$ cat src/rtl/mod_b_dec.sv
// mod_b_dec: inverted-byte decoder feeding a show-ahead FIFO with valid/ready on both sides.
// Optional MOD_B_DEC_STATS_EN adds a saturating 16-bit popped-byte counter on o_bytes.
module mod_b_dec #(
    parameter int DEPTH_LOG2 = 2
) (
    input  logic                  clk,
    input  logic                  rst,
    input  logic                  i_valid,
    input  logic [7:0]            i_code,
    output logic                  o_ready,
    output logic                  o_valid,
    output logic [7:0]            o_data,
    input  logic                  i_ready,
`ifdef MOD_B_DEC_STATS_EN
    output logic [15:0]           o_bytes,
`endif
    output logic [DEPTH_LOG2:0]   o_level
);
    localparam int DEPTH = 1 << DEPTH_LOG2;
    logic [7:0]            mem_q [DEPTH];
    logic [7:0]            mem_d [DEPTH];
    logic [DEPTH_LOG2-1:0] wr_ptr_q, wr_ptr_d, rd_ptr_q, rd_ptr_d;
    logic [DEPTH_LOG2:0]   level_q, level_d;
    logic [7:0]            last_q, last_d;
    logic                  push, pop;
    assign o_ready = level_q != (DEPTH_LOG2+1)'(DEPTH);
    assign o_valid = level_q != '0;
    // Empty FIFO keeps showing the most recently popped byte
    assign o_data  = o_valid ? mem_q[rd_ptr_q] : last_q;
    assign o_level = level_q;
    assign push    = i_valid && o_ready;
    assign pop     = o_valid && i_ready;
    always_comb begin
        mem_d = mem_q;
        if (push) mem_d[wr_ptr_q] = ~i_code;
        wr_ptr_d = wr_ptr_q + DEPTH_LOG2'(push);
        rd_ptr_d = rd_ptr_q + DEPTH_LOG2'(pop);
        level_d  = level_q + (DEPTH_LOG2+1)'(push) - (DEPTH_LOG2+1)'(pop);
        last_d   = pop ? mem_q[rd_ptr_q] : last_q;
    end
    always_ff @(posedge clk or posedge rst) begin
        if (rst) begin
            for (int i = 0; i < DEPTH; i++) mem_q[i] <= '0;
            wr_ptr_q <= '0;
            rd_ptr_q <= '0;
            level_q  <= '0;
            last_q   <= '0;
        end else begin
            mem_q    <= mem_d;
            wr_ptr_q <= wr_ptr_d;
            rd_ptr_q <= rd_ptr_d;
            level_q  <= level_d;
            last_q   <= last_d;
        end
    end
`ifdef MOD_B_DEC_STATS_EN
    logic [15:0] bytes_q, bytes_d;
    assign o_bytes = bytes_q;
    always_comb bytes_d = bytes_q + 16'(pop && bytes_q != 16'hFFFF);
    always_ff @(posedge clk or posedge rst) begin
        if (rst) bytes_q <= '0;
        else     bytes_q <= bytes_d;
    end
`endif
endmodule
$ cat config.mk
export PLATFORM = sky130hd
export DESIGN_NAME = mod_b_dec
export DESIGN_NICKNAME = d
export VERILOG_FILES = /design/src/rtl/mod_b_dec.sv
export SDC_FILE = /design/constraint.sdc
export NUM_CORES = 1
export LEC_CHECK = 0
export ABC_AREA = 1
export BUFFER_PORTS_ARGS = -buffer_cell sky130_fd_sc_hd__buf_4
export CAP_MARGIN = 20
export CORE_MARGIN = 2
export CORE_UTILIZATION = 35
export DETAILED_ROUTE_END_ITERATION = 16
export PLACE_DENSITY = 0.52
export SYNTH_ARGS = -nofsm -noshare
export SYNTH_HDL_FRONTEND = slang
export SYNTH_SLANG_ARGS = --single-unit
$ cat constraint.sdc
create_clock -name clk -period 5.6 [get_ports clk]
set_input_delay 1.12 -clock clk [delete_from_list [all_inputs] [get_ports clk]]
set_output_delay 1.12 -clock clk [all_outputs]
set_load 0.05 [all_outputs]
# ---- Word-level counts from Yosys, hierarchy flattened
# Index checks and enable logic that the tools add are counted.
dict set report op_classes {
  magnitude_cmp 3
  muxes 7
  n_bitwise 3
  n_reduce_logical 4
  n_eq_ne 1
  addsub 4
}
# op n
set ops {}
lappend ops {{32-bit bitwise mux} 1}
lappend ops {{8-bit 2-to-1 mux} 4}
lappend ops {{8-bit binary-select mux with 2-bit select} 1}
lappend ops {{8-bit demux with 2-bit select} 1}
lappend ops {{8-bit inverter} 1}
lappend ops {{3-bit >= comparator (second input constant)} 2}
lappend ops {{2-bit inverter with 3-bit output} 2}
lappend ops {{2-bit by 1-bit adder with 2-bit output} 2}
lappend ops {{3-bit by 1-bit adder with 3-bit output} 1}
lappend ops {{1-bit logical AND} 3}
lappend ops {{3-bit by 1-bit less-than comparator with 1-bit output (second input constant)} 1}
lappend ops {{3-bit inequality test (second input constant)} 1}
lappend ops {{3-bit nonzero test} 1}
lappend ops {{3-bit by 1-bit subtractor with 3-bit output} 1}
dict set report word_totals {
  ff_bits 47
  wordCells 30
  in_bits 12
}

# ---- Longest topological paths before layout
dict set report logic_depth {
  ltp_word 6
  mapped_depth 11
  ltp_nobuf 10
}

# ---- Worst setup path before layout
# OpenSTA, ideal clock, no wires.
dict set report synth_path {
  path_kind {register to output}
  from {reg level_q[1] (netlist: o_level[1])}
  to {out o_data[0]}
  path_buffers 1
  t_arrival_ns 1.746
  setup_slack_ns 2.734
  path_stages_with_launch 6
  cell_sequence {dfrtp_1 -> nor2_2 -> nand2_1 -> buf_2 -> nand3_1 -> nand2_1}
}
dict set report synth_via {
  elab_chain_len 2
}
# element line
set synth_rtl {}
lappend synth_rtl {{start, declared} 23} ;# logic [DEPTH_LOG2:0] level_q, level_d;
lappend synth_rtl {{start signal, assigned} 52} ;# level_q <= level_d;
lappend synth_rtl {{3-bit nonzero test} 27} ;# assign o_valid = level_q != '0;
lappend synth_rtl {{via o_valid} 11} ;# output logic o_valid,
lappend synth_rtl {{8-bit 2-to-1 mux} 29} ;# assign o_data = o_valid ? mem_q[rd_ptr_q] : last_q;
lappend synth_rtl {{end, declared} 12} ;# output logic [7:0] o_data,
# The timed path passes the listed nets, and every way through them passes these cells.

# ---- Final worst setup path
dict set report layout_path {
  from {reg level_q[1] (netlist: o_level[1])}
  to {out o_data[5]}
}
dict set report layout_via {
  elab_chain_len 2
}
# element line
set layout_rtl {}
lappend layout_rtl {{3-bit nonzero test} 27}
lappend layout_rtl {{8-bit 2-to-1 mux} 29}
# No other way between the ends.

==> impl_metrics.py <==
metrics = {
    "layout": {
        "final_layout_size_suffix_gt1_frac": 0.162,
        "area_growth_pct": 13.7,
        "antenna_cells": 0,
        "fin_nets": 335,
        "fillers": 726,
        "fin_util": 0.410,
    },
    "critical_path": {
        "crit_start": "o_level[1]",
        "worstRegToRegCells": 9,
        "cp_num_buf_inv": 2,
        "cp_data_arrival_time_ns": 1.93,
        "r2r-start": "o_level[1]",
        "cp_cell_sequence": "nor2_2 -> nand2_1 -> inv_1 -> nand2_1 -> nand2_1 -> buf_4",
        "regToRegSetupSlack_ns": 3.27,
        "critical_path_class": "reg -> out",
        "crit_required_ns": 4.48,
        "cp_top_family": "simple AND/OR/NAND/NOR gates",
        "start_kind": "register",
        "endpoint_kind": "primary output",
        "worst-path-stages": 6,
        "slowest_stage": "dfrtp_1",
        "crit_fanout": 13,
        "r2r-end": "o_level[2]",
        "cpMostUsedCell": "nand2_1",
        "cpPeakStageDelay_ns": 0.46,
        "cp-endpoint": "o_data[5]",
    },
    "pwr": {
        "total_power_mw": 1.95,
        "p_leak_nw": 1.46,
        "power.density_mw_per_mm2": 703,
        "p_comb_frac": 0.507,
        "p_int_mw": 0.982,
        "seqPwrFrac": 0.337,
        "ir_drop_v": 0.000188,
        "p_switching_mw": 0.966,
        "p_clk_frac": 0.155,
        "p_sw_frac": 0.496,
    },
    "cts": {
        "cts.hold.buffers_added": 0,
        "cts_tree": "built",
        "numClockSinks": 47,
        "htree_levels": 2,
        "cts_resized": 0,
        "clockRootBuffer": "clkbuf_8",
        "numCtsBuffers": 5,
        "cts_max_path_buffers": 2,
        "clkTransAtPathRegs_ns": 0.09,
        "cts_setup_buffers": 0,
        "clkLatencyLatePin_ns": 0.31,
    },
    "logic_synthesis": {
        "synth_nets": 317,
        "synth_top_area_share": 0.482,
        "syn_area_sq_mm": 0.00244,
        "syn_area_per_cell_sq_um": 8.07,
        "syn_inst": 302,
        "synth_top_cells_by_count": "nand2_1, dfrtp_1, nand3_1, nand4_1, inv_1",
        "synth-seq-area-share": 0.482,
        "yosysTopAreaCell": "dfrtp_1",
        "yosys_warnings": 0,
        "synth-edff-count": 0,
        "ys_ff_latch": 47,
        "netlist_top_cells_area": "dfrtp_1, nand2_1, nand4_1, nand3_1, inv_1",
        "async_flop_share": 1.00,
        "yosysMostFrequentCell": "nand2_1",
        "synthFlopType": "dfrtp_1",
        "synth_cell_types": 22,
    },
    "routing": {
        "drtAntennaViolNets": 0,
        "drtIter0Drc": 168,
        "firstDrtPassIters": 4,
        "vias": 2035,
        "drt_wl_total_um": 6010,
        "drt-vias-per-instance": 5.07,
        "wl_per_cell_um": 15.0,
        "drc": 0,
    },
    "timing": {
        "finalCriticalPeriod_ns": 3.05,
        "tightest_slew_ns": 0.741,
        "fin_crit_sh": 0.545,
        "setup-tns-final_ns": 0,
        "drv_slew": 0,
        "skew_ns": 0.0122,
        "finalHoldViolations": 0,
        "rsz0062_at_grt": "false",
        "max_slew_margin": 0.504,
        "max_clock_freq_mhz": 328,
        "setup_viol": 0,
    },
    "global_route": {
        "grt_usage": 0.168,
        "grt_pass1_vias": 1818,
        "grt_antenna_before_repair": 0,
        "grt_pass1_wl_um": 9780,
        "grt_max_degree": 48,
        "overflow": 0,
    },
    "floorplanning": {
        "start_util": 0.361,
        "core_sq_mm": 0.00676,
        "io_pins": 25,
        "die_h_um": 87.5,
        "rows": 30,
        "die_w_um": 87.5,
        "die-area_sq_mm": 0.00765,
    },
    "placement": {
        "io_buffers": 24,
        "dp_hpwl_um": 4190,
        "place.gp.congestion": 0.807,
    },
    "hold_path": {
        "hold_path_class": "reg -> reg",
    },
    "run": {
        "max_cap_viol_count": 0,
    },
    "status": {
        "status": "finished clean",
    },
}
==> power by group through the flow <==
stage               clock network (mW)  registers [mW]  logic (mW)
finish                           0.303           0.657       0.988
global route                     0.321           0.678        1.10
CTS                              0.309           0.656        1.00
detailed placement                   0           0.663       0.997
global placement                     0           0.663       0.988
floorplan                            0           0.620       0.794
==> placed cells by master, fill, tap and decap left out <==
cell type / n
nand2_2: 2
a21oi_2: 1
xor2_1: 2
clkinvlp_4: 1
clkbuf_8: 5
dfrtp_1: 47
nand3_4: 2
nor2_2: 1
buf_12: 1
bufinv_16: 2
nor2_4: 3
nand4_1: 33
fa_1: 1
buf_4: 24
nand3_1: 33
inv_1: 13
ha_1: 2
inv_2: 7
xnor2_1: 2
nand2_1: 136
inv_4: 1
nand3_2: 2
==> cell type report <==
type / instances / area, sq um / share of cell area
multi-input combinational: 220 / 1080 / 0.389
clock buffer: 5 / 68.8 / 0.0248
timing repair buffer: 25 / 200 / 0.0722
sequential: 47 / 1180 / 0.424
inverter: 21 / 81.3 / 0.0293
tap: 80 / 100 / 0.0361
clock inverter: 3 / 67.6 / 0.0244
==> worst register-to-register path, stage by stage (launching register included) <==
cell     delay (ns)
dfrtp_1        0.46
nor2_2         0.18
nand2_2        0.46
nand2_1        0.27
nand2_1        0.09
nand2_1        0.09
ha_1           0.13
inv_1          0.05
fa_1           0.37
xnor2_1        0.13
==> logic make-up after synthesis <==
kind of cell,after synthesis,synth area share
XOR/XNOR,4,0.0144
buffers and inverters,35,0.0754
AO/OA/AOI/OAI,1,0.00359
adder cells (fa/ha/maj),3,0.0185
flip-flops,47,0.482
AND/OR/NAND/NOR,212,0.406
==> per-stage QoR <==
stage / area (sq um) / cells / hold slack (ns) / setup WS, ns
finish: 2770 / 401 / 0.480 / 2.55
global route: 2770 / 401 / 0.501 / 2.36
CTS: 2750 / 400 / 0.483 / 2.51
detailed placement: 2620 / 392 / 0.459 / 2.86
global placement: 2620 / 392 / 0.454 / 2.87
floorplan: 2440 / 302 / 0.442 / 2.73
==> how the worst min path moves through the flow <==
stage                   start        end  slack [ns]  depth (start not counted)
detailed placement  mem_q[11]  mem_q[11]        0.46                          2
global placement    mem_q[26]  mem_q[26]        0.45                          2
finish              mem_q[10]  mem_q[10]        0.48                          2
CTS                 mem_q[11]  mem_q[11]        0.48                          2
floorplan           mem_q[16]  mem_q[16]        0.44                          2
global route        mem_q[11]  mem_q[11]        0.50                          2
==> registers in the layout, summed over array words and instances (netlist names) <==
name	flops
last_q	8
mem_q	32
o_level	3
rd_ptr_q	2
wr_ptr_q	2
==> routing by layer <==
layer / global-route usage / part of all wire / vias up
li1: - / - / 1023
met2: 0.231 / 0.43 / 49
met3: 0.0313 / 0.048 / 5
met5: 0 / 0 / -
met1: 0.264 / 0.51 / 958
met4: 0.0503 / 0.012 / 0
No activity file was read; power rests on OpenSTA's default activity.
